[config.mk]
export PLATFORM = sky130hd
export DESIGN_NAME = mbf_synth
export DESIGN_NICKNAME = d
export VERILOG_FILES = /design/src/rtl/mbf_pkg.sv /design/src/rtl/mbf_synth_branch.sv /design/src/rtl/mbf_synth.sv
export SDC_FILE = /design/constraint.sdc
export NUM_CORES = 2
export LEC_CHECK = 0
export ABC_AREA = 1
export BUFFER_PORTS_ARGS = -buffer_cell sky130_fd_sc_hd__clkbuf_2
export CORE_ASPECT_RATIO = 0.7
export CORE_MARGIN = 2
export CORE_UTILIZATION = 55
export DETAILED_ROUTE_END_ITERATION = 16
export GPL_ROUTABILITY_DRIVEN = 0
export HOLD_SLACK_MARGIN = 0.1
export PLACE_DENSITY = 0.71
export SYNTH_ARGS = -nofsm -noshare
export SYNTH_HDL_FRONTEND = slang
export SYNTH_SLANG_ARGS = --single-unit
[constraint.sdc]
create_clock -name CLK -period 10.4 [get_ports CLK]
set_input_delay 1.56 -clock CLK [delete_from_list [all_inputs] [get_ports CLK]]
set_output_delay 1.56 -clock CLK [all_outputs]
set_load 0.02 [all_outputs]
[src/rtl/mbf_pkg.sv]
// Shared constants, coefficient tables and valid-tracker state type for the
// two-band synthesis filter bank (mbf_synth).
package mbf_pkg;

   localparam int DATA_W = 13;
   localparam int COEF_W = 5;
   localparam int TAPS   = 12;
   localparam int ACC_W  = 23;
   localparam int SHIFT  = 9;
   localparam int PROD_W = DATA_W + COEF_W;

   typedef logic [TAPS-1:0][COEF_W-1:0] coef_arr_t;

   // Listed tap 11 first so that GL[0]=31 and GH[0]=17 (time-reversed analysis taps).
   localparam coef_arr_t GL = {5'd27, 5'd19, 5'd5,  5'd9,  5'd21, 5'd17,
                               5'd16, 5'd19, 5'd11, 5'd12, 5'd16, 5'd31};
   localparam coef_arr_t GH = {5'd14, 5'd4,  5'd3,  5'd1,  5'd16, 5'd14,
                               5'd28, 5'd16, 5'd31, 5'd28, 5'd31, 5'd17};

   typedef enum logic [1:0] {
      ST_IDLE  = 2'd0,
      ST_RUN   = 2'd1,
      ST_FLUSH = 2'd2
   } vstate_t;

   localparam logic [ACC_W-SHIFT:0] DATA_MAX =
      {{(ACC_W-SHIFT+1-DATA_W){1'b0}}, {DATA_W{1'b1}}};

   function automatic logic [DATA_W-1:0] sat_data(input logic [ACC_W-SHIFT:0] v);
      if (v > DATA_MAX) begin
         return {DATA_W{1'b1}};
      end else begin
         return v[DATA_W-1:0];
      end
   endfunction

endpackage

[src/rtl/mbf_synth_branch.sv]
// One synthesis branch: 12-entry delay line, fixed-coefficient multipliers
// with registered products (S1), and a combinational partial sum.
module mbf_synth_branch
   import mbf_pkg::*;
#(
   parameter coef_arr_t COEFS = GL
) (
   input  logic              clk,
   input  logic              rst_n,
   input  logic              in_valid,
   input  logic [DATA_W-1:0] sample,
   output logic [ACC_W-1:0]  part_sum
);

   logic [TAPS-1:0][DATA_W-1:0] dline;
   logic [TAPS-1:0][PROD_W-1:0] prod;

   // Delay line shift (invalid slots load zero) and S1 product registers.
   always_ff @(posedge clk or negedge rst_n) begin
      if (!rst_n) begin
         dline <= '0;
         prod  <= '0;
      end else begin
         dline <= {dline[TAPS-2:0], (in_valid ? sample : {DATA_W{1'b0}})};
         for (int k = 0; k < TAPS; k++) begin
            prod[k] <= PROD_W'(dline[k]) * PROD_W'(COEFS[k]);
         end
      end
   end

   // Branch partial sum; worst case 203*8191 fits comfortably in ACC_W.
   always_comb begin
      part_sum = {ACC_W{1'b0}};
      for (int k = 0; k < TAPS; k++) begin
         part_sum = part_sum + ACC_W'(prod[k]);
      end
   end

endmodule

[src/rtl/mbf_synth.sv]
// Two-band synthesis filter bank top: branch sum (S2), scale/round/saturate
// (S3) and the valid tracker. Define MBF_SYNTH_ROUND_EN for round-half-up.
module mbf_synth
   import mbf_pkg::*;
(
   input  logic              CLK,
   input  logic              RESET,
   input  logic              IN_VALID,
   input  logic [DATA_W-1:0] X_DATA,
   input  logic [DATA_W-1:0] Y_DATA,
   output logic [DATA_W-1:0] OUT_DATA,
   output logic              OUT_VALID
);

   logic [ACC_W-1:0]     low_sum;
   logic [ACC_W-1:0]     high_sum;
   logic [ACC_W-1:0]     sum_r;
   logic [ACC_W-SHIFT:0] scaled;
   logic                 unused_bits;
   vstate_t              state;
   logic [3:0]           cnt;
   logic [1:0]           live_d;

   mbf_synth_branch #(.COEFS(GL)) u_low (
      .clk      (CLK),
      .rst_n    (RESET),
      .in_valid (IN_VALID),
      .sample   (Y_DATA),
      .part_sum (low_sum)
   );

   mbf_synth_branch #(.COEFS(GH)) u_high (
      .clk      (CLK),
      .rst_n    (RESET),
      .in_valid (IN_VALID),
      .sample   (X_DATA),
      .part_sum (high_sum)
   );

   // Scale the accumulated sum down by SHIFT, optionally rounding half up.
   always_comb begin
`ifdef MBF_SYNTH_ROUND_EN
      scaled = {1'b0, sum_r[ACC_W-1:SHIFT]} + {{(ACC_W-SHIFT){1'b0}}, sum_r[SHIFT-1]};
`else
      scaled = {1'b0, sum_r[ACC_W-1:SHIFT]};
`endif
   end

   assign unused_bits = ^sum_r[SHIFT-1:0];

   // S2 sum register and S3 saturated output register.
   always_ff @(posedge CLK or negedge RESET) begin
      if (!RESET) begin
         sum_r    <= {ACC_W{1'b0}};
         OUT_DATA <= {DATA_W{1'b0}};
      end else begin
         sum_r    <= low_sum + high_sum;
         OUT_DATA <= sat_data(scaled);
      end
   end

   // Valid tracker: stays live 11 cycles past the last valid input, then a
   // 3-stage delay aligns OUT_VALID with the data pipeline.
   always_ff @(posedge CLK or negedge RESET) begin
      if (!RESET) begin
         state     <= ST_IDLE;
         cnt       <= 4'd0;
         live_d    <= 2'b00;
         OUT_VALID <= 1'b0;
      end else begin
         live_d    <= {live_d[0], (state != ST_IDLE)};
         OUT_VALID <= live_d[1];
         case (state)
            ST_IDLE: begin
               if (IN_VALID) begin
                  state <= ST_RUN;
               end else begin
                  state <= ST_IDLE;
               end
            end
            ST_RUN: begin
               if (IN_VALID) begin
                  state <= ST_RUN;
               end else begin
                  state <= ST_FLUSH;
                  cnt   <= 4'd10;
               end
            end
            ST_FLUSH: begin
               if (IN_VALID) begin
                  state <= ST_RUN;
               end else if (cnt == 4'd0) begin
                  state <= ST_IDLE;
               end else begin
                  cnt <= cnt - 4'd1;
               end
            end
            default: begin
               state <= ST_IDLE;
               cnt   <= 4'd0;
            end
         endcase
      end
   end

endmodule

* Word level (Yosys, flattened, before mapping) *
Index checks and enable logic that the tools add are counted.

word-level totals
  output and inout bits = 14
  bits of input ports = 29
  register bits after elaboration = 663
  word-level logic and storage cells = 114

operators by class
  mux-type cells = 12
  bitwise gates (word level) = 1
  add/sub/neg operators = 24
  multiply operators = 18
  equal/unequal tests = 6
  reduce and logical (&&, ||, !) cells = 4
  magnitude comparators = 1

operator list
  cell                                                                                number
  23-bit by 17-bit adder with 23-bit output                                           8
  23-bit by 18-bit adder with 23-bit output                                           8
  13-bit by 5-bit multiplier with 18-bit output (second input constant)               9
  13-bit by 3-bit multiplier with 16-bit output (second input constant)               5
  23-bit by 15-bit adder with 23-bit output                                           2
  13-bit 2-to-1 mux                                                                   3
  13-bit by 4-bit multiplier with 17-bit output (second input constant)               2
  13-bit by 2-bit multiplier with 15-bit output (second input constant)               2
  23-bit by 13-bit adder with 23-bit output                                           1
  23-bit by 16-bit adder with 23-bit output                                           1
  23-bit adder                                                                        1
  18-bit by 17-bit adder with 19-bit output                                           1
  18-bit by 18-bit adder with 19-bit output                                           1
  14-bit by 13-bit greater-than comparator with 1-bit output (second input constant)  1
  4-bit 2-to-1 mux                                                                    3
  4-bit one-hot mux with 3 select lines                                               1
  2-bit 2-to-1 mux                                                                    3
  2-bit != test (second input constant)                                               3
  2-bit one-hot mux with 3 select lines                                               1
  4-bit zero test                                                                     1
  4-bit AND reduction                                                                 1
  4-bit by 1-bit subtractor with 4-bit output (second input constant)                 1
  3-bit != test (second input constant)                                               1
  2-bit by 1-bit == test with 1-bit output (second input constant)                    1
  5 further kinds                                                                     5

* Longest topological paths before layout *
  depth in word-level cells = 12
  gate-level depth with buffers = 33
  depth with buffers taken out = 33

* Cells and area by module *
From an unflattened synthesis, not the netlist that was laid out.

unflattened totals
  cell total of the unflattened synthesis = 5161
  area, all modules = 47536.8 um^2

by module, submodules not included
  module                      area each (um^2)  instances  cells each
  mbf_synth_branch at u_low   23857.9           1          2531
  mbf_synth_branch at u_high  20922.6           1          2214
  mbf_synth                   2756.4            1          416

* Worst setup path after synthesis *
No wires, ideal clock.

  path kind = register -> register
  start = register, netlist name u_high.dline[13]
  end = register sum_r[20]
  path buffers = 0
  path slack = 4138 ps
  stages on the path, launching flop included = 28
  data arrival time = 6146 ps
  period minus slack after synthesis = 6262 ps
  required time = 10283 ps
  cell sequence = dfrtp_1 -> ha_1 -> fa_1 -> nand3_1 -> nand2_1 -> a21oi_1 -> o21ai_1 -> xor2_1 -> fa_1 -> inv_1 -> fa_1 -> fa_1 -> fa_1 -> fa_1 -> inv_1 -> fa_1 -> inv_1 -> fa_1 -> inv_1 -> ha_1 -> nand2_1 -> inv_1 -> a21oi_2 -> nor2_1 -> nor3_1 -> nand2_1 -> nand2_1 -> nand2_1

RTL lines
  item                  RTL line         RTL
  to (signal assigned)  mbf_synth.sv:54  sum_r <= {ACC_W{1'b0}};
  to (signal assigned)  mbf_synth.sv:57  sum_r <= low_sum + high_sum;
  to (decl)             mbf_synth.sv:17  logic [ACC_W-1:0] sum_r;

==> results by stage <==
Critical path:
- The category of cells accounting for the largest share of critical-path delay is adder cells.
- Counting both buffers and inverters, the worst setup path holds a total of 4.
- The critical path class is register to register.
- The endpoint class of the critical path is a register.
- The maximum fanout along the worst path is 6.
- In this design, the stage delay of the slowest critical-path cell is 0.51 ns.
- STA puts the critical path data arrival time at 7.32 ns.
- STA puts the critical path data required time at 10.93 ns.
- The reg-to-reg setup timing slack is 3.61 ns.
- Among the stages of the critical path, the cell type that occurs most often is sky130_fd_sc_hd__fa_1.
- The slowest stage of the critical path is the sky130_fd_sc_hd__fa_1 cell.
- STA classifies the critical path startpoint as a register.

Timing:
- The final hold violation count is 0.
- The clock period minus final worst setup slack is 6.79 ns.
- Setup repair after global routing left no endpoint under its margin.
- Across all hold checks on the routed design, the worst slack comes to 0.338 ns.
- For the pin with the worst max-slew slack, the measured transition is 0.997 ns.
- The setup TNS is 0 ns.
- Setup violations remaining at the end of the flow were counted as 0.
- The final cycle utilization of the critical path is 65.3%.
- The worst clock skew on the final layout is 0.0241 ns.
- The max-slew violation total from the final report is 0.
- Derived from the worst setup path, the maximum achievable clock frequency is 0.147 GHz.
- Headroom to the max-slew limit came out at 33.5%.

Synth:
- The share of async-settable or async-resettable flops after synthesis is 100%.
- Yosys printed 0 warnings.
- The number of synthesized flops with an enable pin is 0.
- In the synthesized netlist the dominant register cell turns out to be sky130_fd_sc_hd__dfrtp_1.
- The mean instance size in the synthesized netlist is 10.5 um2.
- In this run the cell area of the synthesized design comes to 44600 um2.
- The number of instances in the synthesized netlist is 4234.
- Of the synthesized area, sequential elements account for 35.2%.
- The post-synth net total is 5280.
- Synthesis instantiated 47 different standard cells from the library.
- In this run, synthesis produced a sequential element count of 628.

Layout:
- The net count of the finished layout is 5386.
- Summing all flip-flop and latch instances after layout gives 15700 um2.
- The relative area change from synthesis to final layout is 8.57%.
- Cells with a size suffix above 1 make up 4.65% of the layout.
- The multi-input combinational cell area is 25500 um2.
- The final-layout fill cell count is 6572.
- The final antenna diode count is 0.

GRT:
- The number of global-route vias before repair is 29300.
- The number of antenna violations at the first check in global routing came to 6.
- Global routing finished with a remaining overflow of 0.
- The largest net degree at the start of global routing is 157.
- Global routing used 25.4% of the available tracks.
- The first global-routing pass estimated 163 mm of wire.

Clock network:
- Buffers inserted to repair hold after CTS numbered 0.
- The clock reaches the later pin of the worst-skew pair after 0.66 ns.
- Once the clock tree was built, the setup fixing pass inserted 0 buffers.
- The number of cells upsized or downsized after cts is 0.
- TritonCTS built the clock tree.
- The clock transition at the registers of the reported paths is 0.07 ns.
- The total clock buffers created by CTS is 61.
- The depth of the CTS H-tree is 2.
- In this run the clock root is driven by a sky130_fd_sc_hd__clkbuf_16.
- Counting along the longest clock path gives a buffer depth of 3.
- The clock sink count is 628.

Die:
- The floorplan step defined a core boundary enclosing 80400 um2.
- The number of top-level design ports is 43.
- The area enclosed by the die boundary is 83500 um2.
- The initial cell density of the core is 55.5%.
- The floorplan has 87 rows.
- The die is 345 um wide.
- The floorplan step set the die height to 242 um.

Detailed routing:
- The via count normalized by instance count is 5.24.
- The routed layout has 28600 vias.
- The number of nets still failing antenna checks after routing is 0.
- The total DRC errors in the routed layout is 0.
- The count of TritonRoute iterations in the first routing pass is 7.
- The routed design has 100 mm of wire.
- In the final routed layout, each cell accounts on average for 18.4 um.
- In this run, the number of DRC markers left after iteration 0 of detailed routing was 2246.

Hold path:
- The tightest min-delay check is of the register to register type.

Outcome:
- The run finished with clean final reports.

Placed design:
- The count of port buffers added during placement is 42.
- The wire-length estimate of the detail-placed layout is 82.2 mm.

Run:
- The number of max-cap violations is 0.
[synth_stat cells (8+ instances only)]
cell / count / area (um2)
sky130_fd_sc_hd__a21o_1: 28 / 210
sky130_fd_sc_hd__a21oi_1: 255 / 1280
sky130_fd_sc_hd__a31oi_1: 16 / 100
sky130_fd_sc_hd__dfrtp_1: 628 / 15700
sky130_fd_sc_hd__fa_1: 527 / 10600
sky130_fd_sc_hd__ha_1: 490 / 6130
sky130_fd_sc_hd__inv_1: 910 / 3420
sky130_fd_sc_hd__nand2_1: 543 / 2040
sky130_fd_sc_hd__nand3_1: 168 / 841
sky130_fd_sc_hd__nand4_1: 26 / 163
sky130_fd_sc_hd__nor2_1: 175 / 657
sky130_fd_sc_hd__nor3_1: 23 / 115
sky130_fd_sc_hd__o21ai_0: 59 / 295
sky130_fd_sc_hd__o21ai_1: 28 / 140
sky130_fd_sc_hd__o21bai_1: 15 / 113
sky130_fd_sc_hd__o31ai_1: 8 / 60.1
sky130_fd_sc_hd__or2_2: 14 / 87.6
sky130_fd_sc_hd__xnor2_1: 63 / 552
sky130_fd_sc_hd__xor2_1: 169 / 1480
[cell families after synthesis]
kind of cell / Yosys count / share of synthesized area, %
AO/OA/AOI/OAI: 455 / 5.79
AND/OR/NAND/NOR: 982 / 9.35
XOR/XNOR: 232 / 4.55
buffers and inverters: 920 / 7.74
adder cells (fa/ha/maj): 1017 / 37.4
flip-flops: 628 / 35.2
[metrics by stage]
step / instance area, um2 / util [%] / worst slack [ns] / std cells
after floorplan: 44600 / - / 4.14 / 4234
after global placement: 46200 / 57.5 / 3.78 / 5345
after detailed placement: 46200 / 57.5 / 3.72 / 5345
after CTS: 48500 / 60.2 / 3.68 / 5455
after global routing: 48500 / 60.2 / 3.27 / 5455
final: 48500 / 60.2 / 3.61 / 5455
[worst reg2reg max path, delay by kind of cell (launching register included)]
kind            cells  cell delay [ns]
compound gates      2             0.33
buf+inv             4             0.22
fa+ha+maj          10             4.24
simple gates       11             1.30
xor+xnor            1             0.21
flops               1             0.40
[flip-flops by register name, summed over array words and instances (netlist names)]
| register | count |
|---|---|
| u_high.prod | 175 |
| cnt | 4 |
| state | 2 |
| OUT_DATA | 13 |
| u_low.dline | 156 |
| live_d | 2 |
| sum_r | 14 |
| u_high.dline | 104 |
| OUT_VALID | 1 |
| u_low.prod | 157 |
[final timing paths]
path | cells after the start | startpoint | to
min | 0 | u_high.dline[141] | u_high.prod[193]
max in group asynchronous | 3 | RESET | u_low.dline[153]
max reg2reg | 28 | u_low.dline[26] | sum_r[19]
max | 28 | u_low.dline[26] | sum_r[19]
min in group asynchronous | 1 | RESET | u_high.dline[24]
min reg2reg | 0 | u_high.dline[141] | u_high.prod[193]
[final cells by class]
| type | count | share of cell area [%] |
|---|---|---|
| clock inverter | 26 | 0.984 |
| multi-input combinational | 2686 | 52.6 |
| clock buffer | 84 | 3.60 |
| tap | 1068 | 2.76 |
| timing repair buffer | 47 | 0.583 |
| sequential | 628 | 32.4 |
| inverter | 916 | 7.09 |
[cell usage in the layout, fill, tap and decap left out, drive strengths merged, types with 125 or more instances in the layout]
cell type / instances
a21oi: 260
clkbuf: 125
dfrtp: 628
fa: 527
ha: 490
inv: 921
nand2: 548
nand3: 174
nor2: 179
xor2: 169
[routing by layer]
metal | track usage, % | vias up | share of wire (%)
li1 | - | 13400 | -
met1 | 39.0 | 14200 | 47
met2 | 35.5 | 835 | 41
met3 | 7.85 | 107 | 9.7
met4 | 4.99 | 2 | 1.8
met5 | 0 | - | 0.0080
Power is left out: the tool's default activity adds up to more than one toggle a clock period on the data nets, which glitch-free logic cannot reach.
